`config.mk`:
```
export PLATFORM = sky130hd
export DESIGN_NAME = multicycle_ctrl_flat
export DESIGN_NICKNAME = d
export VERILOG_FILES = /design/src/rtl/multicycle_ctrl_if.sv /design/src/rtl/multicycle_ctrl.sv /design/src/flat_wrapper.sv
export SDC_FILE = /design/constraint.sdc
export NUM_CORES = 1
export LEC_CHECK = 0
export CAP_MARGIN = 20
export CELL_PAD_IN_SITES_DETAIL_PLACEMENT = 1
export CELL_PAD_IN_SITES_GLOBAL_PLACEMENT = 1
export CORE_MARGIN = 8
export CORE_UTILIZATION = 40
export CTS_CLUSTER_DIAMETER = 150
export DETAILED_ROUTE_END_ITERATION = 7
export GPL_ROUTABILITY_DRIVEN = 0
export PLACE_DENSITY = 0.95
export SLEW_MARGIN = 25
export SYNTH_ARGS = -nofsm -noshare
export SYNTH_HDL_FRONTEND = slang
export SYNTH_SLANG_ARGS = --single-unit
```
`constraint.sdc`:
```
create_clock -name CLK -period 5.4 [get_ports CLK]
set_input_delay 0.81 -clock CLK [delete_from_list [all_inputs] [get_ports CLK]]
set_output_delay 0.81 -clock CLK [all_outputs]
set_load 0.1 [all_outputs]
```
`src/rtl/multicycle_ctrl_if.sv`:
```
// ============================================================================
//  Module   : multicycle_ctrl_if
//  Purpose  : Control-unit <-> datapath signal bundle (opcode/flags in, strobes out)
//  Revision : 1.0
// ============================================================================
`default_nettype none

interface multicycle_ctrl_if #(
    parameter int CNT_W = 32
);
    logic [5:0]       opcode;
    logic             zero;
    logic             PCWre;
    logic [1:0]       PCSrc;
    logic             IRWre;
    logic             RegWre;
    logic [1:0]       RegDst;
    logic             MemRd;
    logic             MemWr;
    logic [2:0]       state;
    logic [CNT_W-1:0] instr_cnt;

    // master = control unit, slave = datapath side
    modport master (
        input  opcode, zero,
        output PCWre, PCSrc, IRWre, RegWre, RegDst, MemRd, MemWr, state, instr_cnt
    );

    modport slave (
        output opcode, zero,
        input  PCWre, PCSrc, IRWre, RegWre, RegDst, MemRd, MemWr, state, instr_cnt
    );
endinterface

`default_nettype wire

```
`src/rtl/multicycle_ctrl.sv`:
```
// ============================================================================
//  Module   : multicycle_ctrl
//  Purpose  : Multi-cycle IF/ID/EXE/MEM/WB sequencer with PC-source select
//             and retired-instruction counter
//  Revision : 1.0
// ============================================================================
`default_nettype none

module multicycle_ctrl #(
    parameter int CNT_W = 32
) (
    input  wire logic        CLK,
    input  wire logic        Reset,
    multicycle_ctrl_if.master bus
);
    localparam logic [5:0] OP_ADD  = 6'b000000;
    localparam logic [5:0] OP_SUB  = 6'b000001;
    localparam logic [5:0] OP_ADDI = 6'b000010;
    localparam logic [5:0] OP_OR   = 6'b010000;
    localparam logic [5:0] OP_AND  = 6'b010001;
    localparam logic [5:0] OP_ORI  = 6'b010010;
    localparam logic [5:0] OP_SLT  = 6'b100110;
    localparam logic [5:0] OP_SW   = 6'b110000;
    localparam logic [5:0] OP_LW   = 6'b110001;
    localparam logic [5:0] OP_BEQ  = 6'b110100;
    localparam logic [5:0] OP_BNE  = 6'b110101;
    localparam logic [5:0] OP_J    = 6'b111000;
    localparam logic [5:0] OP_JR   = 6'b111001;
    localparam logic [5:0] OP_JAL  = 6'b111010;
    localparam logic [5:0] OP_HALT = 6'b111111;

    typedef enum logic [2:0] {
        S_IF   = 3'b000,
        S_ID   = 3'b001,
        S_EXE  = 3'b010,
        S_MEM  = 3'b011,
        S_WB   = 3'b100,
        S_HALT = 3'b101
    } state_t;

    state_t           cur_state;
    state_t           nxt_state;
    logic [CNT_W-1:0] cnt;

    logic is_rtype, is_itype, is_lw, is_sw, is_beq, is_bne;
    logic is_j, is_jr, is_jal, is_halt;
    logic is_alu, is_branch, br_taken;

    logic       pcwre, irwre, regwre, memrd, memwr;
    logic [1:0] pcsrc, regdst;

    always_comb begin
        is_rtype = 1'b0;
        is_itype = 1'b0;
        is_lw    = 1'b0;
        is_sw    = 1'b0;
        is_beq   = 1'b0;
        is_bne   = 1'b0;
        is_j     = 1'b0;
        is_jr    = 1'b0;
        is_jal   = 1'b0;
        is_halt  = 1'b0;
        case (bus.opcode)
            OP_ADD, OP_SUB, OP_OR, OP_AND, OP_SLT: is_rtype = 1'b1;
            OP_ADDI, OP_ORI:                       is_itype = 1'b1;
            OP_LW:                                 is_lw    = 1'b1;
            OP_SW:                                 is_sw    = 1'b1;
            OP_BEQ:                                is_beq   = 1'b1;
            OP_BNE:                                is_bne   = 1'b1;
            OP_J:                                  is_j     = 1'b1;
            OP_JR:                                 is_jr    = 1'b1;
            OP_JAL:                                is_jal   = 1'b1;
            OP_HALT:                               is_halt  = 1'b1;
            default: ;
        endcase
    end

    assign is_alu    = is_rtype | is_itype;
    assign is_branch = is_beq | is_bne;
    assign br_taken  = (is_beq & bus.zero) | (is_bne & ~bus.zero);

    always_ff @(posedge CLK) begin
        if (Reset) begin
            cur_state <= S_IF;
            cnt       <= '0;
        end else begin
            cur_state <= nxt_state;
            if (pcwre) begin
                cnt <= cnt + CNT_W'(1);
            end
        end
    end

    always_comb begin
        nxt_state = cur_state;
        pcwre     = 1'b0;
        pcsrc     = 2'b00;
        irwre     = 1'b0;
        regwre    = 1'b0;
        regdst    = 2'b00;
        memrd     = 1'b0;
        memwr     = 1'b0;
        case (cur_state)
            S_IF: begin
                irwre     = 1'b1;
                nxt_state = S_ID;
            end
            S_ID: begin
                if (is_halt) begin
                    nxt_state = S_HALT;
                end else if (is_alu | is_lw | is_sw | is_branch) begin
                    nxt_state = S_EXE;
                end else begin
                    // jumps and unknown opcodes (nop) retire here
                    pcwre     = 1'b1;
                    nxt_state = S_IF;
                    if (is_jr) begin
                        pcsrc = 2'b10;
                    end else if (is_j | is_jal) begin
                        pcsrc = 2'b11;
                    end
                    if (is_jal) begin
                        regwre = 1'b1;
                        regdst = 2'b10;
                    end
                end
            end
            S_EXE: begin
                if (is_alu) begin
                    nxt_state = S_WB;
                end else if (is_lw | is_sw) begin
                    nxt_state = S_MEM;
                end else begin
                    pcwre     = 1'b1;
                    pcsrc     = br_taken ? 2'b01 : 2'b00;
                    nxt_state = S_IF;
                end
            end
            S_MEM: begin
                if (is_lw) begin
                    memrd     = 1'b1;
                    nxt_state = S_WB;
                end else begin
                    memwr     = 1'b1;
                    pcwre     = 1'b1;
                    nxt_state = S_IF;
                end
            end
            S_WB: begin
                regwre    = 1'b1;
                regdst    = is_rtype ? 2'b01 : 2'b00;
                pcwre     = 1'b1;
                nxt_state = S_IF;
            end
            S_HALT: nxt_state = S_HALT;
            default: nxt_state = S_IF;
        endcase

        // Reset silences every strobe in the same cycle, whatever the state
        if (Reset) begin
            pcwre  = 1'b0;
            pcsrc  = 2'b00;
            irwre  = 1'b0;
            regwre = 1'b0;
            regdst = 2'b00;
            memrd  = 1'b0;
            memwr  = 1'b0;
        end
    end

    assign bus.PCWre     = pcwre;
    assign bus.PCSrc     = pcsrc;
    assign bus.IRWre     = irwre;
    assign bus.RegWre    = regwre;
    assign bus.RegDst    = regdst;
    assign bus.MemRd     = memrd;
    assign bus.MemWr     = memwr;
    assign bus.state     = cur_state;
    assign bus.instr_cnt = cnt;

endmodule

`default_nettype wire
```
`src/flat_wrapper.sv`:
```
// flat-port wrapper written by rule: the top's interface ports become plain ports
module multicycle_ctrl_flat 
#(
    parameter int CNT_W = 32
)
  (CLK, Reset, bus_opcode, bus_zero, bus_PCWre, bus_PCSrc, bus_IRWre, bus_RegWre, bus_RegDst, bus_MemRd, bus_MemWr, bus_state, bus_instr_cnt);
  multicycle_ctrl_if #(.CNT_W(CNT_W)) bus_i ();
  input  wire logic CLK;
  input  wire logic Reset;
  input wire logic [$bits(bus_i.opcode)-1:0] bus_opcode;
  input wire logic [$bits(bus_i.zero)-1:0] bus_zero;
  output wire logic [$bits(bus_i.PCWre)-1:0] bus_PCWre;
  output wire logic [$bits(bus_i.PCSrc)-1:0] bus_PCSrc;
  output wire logic [$bits(bus_i.IRWre)-1:0] bus_IRWre;
  output wire logic [$bits(bus_i.RegWre)-1:0] bus_RegWre;
  output wire logic [$bits(bus_i.RegDst)-1:0] bus_RegDst;
  output wire logic [$bits(bus_i.MemRd)-1:0] bus_MemRd;
  output wire logic [$bits(bus_i.MemWr)-1:0] bus_MemWr;
  output wire logic [$bits(bus_i.state)-1:0] bus_state;
  output wire logic [$bits(bus_i.instr_cnt)-1:0] bus_instr_cnt;
  assign bus_i.opcode = bus_opcode;
  assign bus_i.zero = bus_zero;
  assign bus_PCWre = bus_i.PCWre;
  assign bus_PCSrc = bus_i.PCSrc;
  assign bus_IRWre = bus_i.IRWre;
  assign bus_RegWre = bus_i.RegWre;
  assign bus_RegDst = bus_i.RegDst;
  assign bus_MemRd = bus_i.MemRd;
  assign bus_MemWr = bus_i.MemWr;
  assign bus_state = bus_i.state;
  assign bus_instr_cnt = bus_i.instr_cnt;
  multicycle_ctrl #(.CNT_W(CNT_W)) u_core (.CLK(CLK), .Reset(Reset), .bus(bus_i));
endmodule
```
==> flow_summary_export.csv <==
group,metric,value,unit
yosys,yosys_warnings,0,
power_and_ir_drop,p_leak,1.04,nW
yosys,synth_area_leaders,"dfxtp_1 (29%), nor2b_1 (7.2%), mux2_2 (6.9%)",
min_path,min-delay-start,"u_core.bus.instr_cnt[1]",
outcome,status,"finished, final reports clean",
power_and_ir_drop,powerDensity,180,nW/um^2
worst_setup_path,cp.arrival,3.39,ns
sta,finalMaxSlewViolations,0,
sta,max_freq,0.238,GHz
worst_setup_path,crit_required,4.59,ns
min_path,hold_class,"reg2reg",
grt,grt_util_met1,0.188,
yosys,synth-edff-count,0,
worst_setup_path,cp_max_fo,7,
final_layout,drive_above_1_share,0.176,
clock_network,hold_buffers,0,
yosys,async_reset_ff_frac,0,
sta,fin_crit_sh,0.779,
yosys,synth_seq_cells,35,
clock_network,cts.repair.resized,0,
final_layout,post-route-util,0.514,
sta,rsz0062_at_grt,"no",
final_layout,areaGrowthSynthToFinish,24.9,%
clock_network,root_buffer,"clkbuf_8",
final_layout,diodes,0,
placement,port_buffers,52,
placement,dpl_cell_area,2960,sq um
yosys,synth.distinct_cells,53,
worst_setup_path,reg2reg_depth,7,
grt,grt_pass1_wl,12000,um
yosys,synth_fp_nets,303,
worst_setup_path,start_kind,"input port",
worst_setup_path,crit_end,"bus_PCSrc[1]",
grt,grtUsageMet3,0.0392,
yosys,synth.most_common_cell,"dfxtp_1",
routing,detail_route.wl_per_cell,17.3,um
grt,overflow,0,
clock_network,cts_buffer_depth,2,
die,row_count,28,
die,dieWidth,94.1,um
yosys,yosys.area.top_type,"dfxtp_1",
routing,vias,2360,
routing,via_per_inst,5.76,
yosys,synth_top_area_frac,0.287,
yosys,netlist_instances,293,
sta,tightest_slew,1.00,ns
clock_network,cts.clk_slew.worst_paths,0.07,ns
grt,grt_usage,0.165,
grt,met2_usage,0.294,
worst_setup_path,criticalPathCategory,"in2out",
clock_network,cts_num_sinks,35,
run,maxCapViolCount,0,
die,start_util,0.412,
die,ios,53,
clock_network,tritoncts,"built",
power_and_ir_drop,ir_worst_vdd,0.000109,V
die,die-area,8850,sq um
die,die_h,94.1,um
routing,remaining_drc_errors,0,
sta,setup_violations,0,
clock_network,post-cts-setup-buffer-count,0,
worst_setup_path,timing.rr.start,"u_core.bus.state[2]",
placement,place.detailed.hpwl,5180,um
clock_network,numCtsBuffers,5,
power_and_ir_drop,p_total,0.547,mW
routing,ant_nets,0,
final_layout,fin_nets,344,
final_layout,final_cells,410,
placement,dp_cells,402,
grt,grt_start_max_net_pins,61,
grt,antenna_found_initial,0,
yosys,synth.avg_cell_area,8.32,sq um
grt,grt_pass1_vias,2438,
worst_setup_path,cp-end-kind,"primary output",
die,core,5920,sq um
routing,finalWirelength,7110,um
yosys,synth.cell_area,2440,sq um
routing,drtIter0Drc,101,
sta,relSlewSlack,0.329,
worst_setup_path,regToRegEndpoint,"u_core.bus.instr_cnt[24]",
yosys,synth_common_cells,"dfxtp_1 (35), nor2_1 (34), nor2b_1 (28)",
clock_network,cts_htree_levels,2,
routing,dr.pass1.iters,4,
worst_setup_path,crit_path_start,"bus_opcode[3]",
clock_network,clkLatencyLatePin,0.29,ns
sta,fin_tns_setup,0,ns
worst_setup_path,r2r_slack,2.85,ns
sta,period_needed,4.20,ns
final_layout,stdcell_area,3040,sq um
sta,hold_viol,0,
yosys,seq_area_frac_synth,0.287,
grt,busiest_layer,"met2",
yosys,ys.flop_type,"dfxtp_1",
sta,fin_skew,0.00442,ns
[worst min-delay path by stage]
stage	cells after the start	slack (ns)	endpoint
after floorplan	2	0.90	u_core.bus.instr_cnt[1]
after global routing	2	0.55	u_core.bus.instr_cnt[1]
final	2	0.51	u_core.bus.instr_cnt[1]
after CTS	2	0.50	u_core.bus.instr_cnt[1]
after global placement	2	0.47	u_core.bus.instr_cnt[1]
after detailed placement	2	0.49	u_core.bus.instr_cnt[1]
[final cells by class]
cell class | instances | area, sq um
multi-input combinational | 231 | 1620
clock inverter | 1 | 5.00
inverter | 6 | 22.5
clock buffer | 7 | 76.3
sequential | 35 | 701
tap | 75 | 93.8
timing repair buffer | 55 | 528
fill | 709 | 2880
[cell usage in the layout, fill, tap and decap left out, types with 2 or more instances in the layout]
| master | count |
|---|---|
| xnor2_1 | 2 |
| a21oi_1 | 15 |
| nand3b_1 | 2 |
| nor4_1 | 3 |
| and4_1 | 4 |
| nand2_1 | 23 |
| nand2b_1 | 2 |
| nor3_1 | 4 |
| and3_1 | 3 |
| mux2_2 | 15 |
| a2111oi_2 | 6 |
| clkdlybuf4s50_1 | 47 |
| nand4_1 | 11 |
| mux2_1 | 6 |
| mux2i_1 | 4 |
| nor2b_1 | 28 |
| dfxtp_1 | 35 |
| clkbuf_8 | 5 |
| nand3_1 | 18 |
| nor4_2 | 3 |
| clkbuf_1 | 2 |
| and2_1 | 2 |
| o21ai_0 | 5 |
| a211oi_1 | 8 |
| mux2_4 | 5 |
| nor2_1 | 34 |
| a21oi_2 | 6 |
| inv_1 | 4 |
| buf_4 | 7 |
[through the flow]
| stage | hold WS, ns | setup slack (ns) |
|---|---|---|
| 2_1_floorplan | 0.901 | 0.368 |
| 3_3_place_gp | 0.472 | 1.26 |
| 3_5_place_dp | 0.491 | 1.19 |
| 4_1_cts | 0.502 | 1.20 |
| 5_1_grt | 0.546 | 1.07 |
| 6_report | 0.513 | 1.20 |
[registers in the layout, indices dropped and copies added (netlist names)]
| signal | cells |
|---|---|
| u_core.bus.instr_cnt | 32 |
| u_core.bus.state | 3 |
[worst max-delay path, stage by stage]
cell,delay (ns)
clkdlybuf4s50_1,0.66
nand3_1,0.16
nor4_1,0.41
and3_1,0.21
clkdlybuf4s50_1,1.13
[power by group]
group / total, mW / switching (mW) / internal [mW]
clock: 0.187 / 0.0966 / 0.0905
sequential: 0.266 / 0.00558 / 0.261
combinational: 0.0939 / 0.0683 / 0.0256
[routing by layer]
| metal | vias up | wire, um | share of wire |
|---|---|---|---|
| li1 | 1143 | - | - |
| met1 | 1169 | 3010 | 0.42 |
| met2 | 35 | 3690 | 0.52 |
| met3 | 13 | 297 | 0.042 |
| met4 | 0 | 111 | 0.016 |
| met5 | - | 0 | 0 |
[cells by family after synthesis]
group | after synthesis | synth area share
muxes | 30 | 0.144
and+or+nand+nor | 146 | 0.327
adders and majority gates | 1 | 0.00513
xor gates and xnor gates | 2 | 0.00719
DFF | 35 | 0.287
buffers and inverters | 27 | 0.0595
AOI/OAI and AO/OA | 52 | 0.169
No activity file was read; power rests on OpenSTA's default activity.
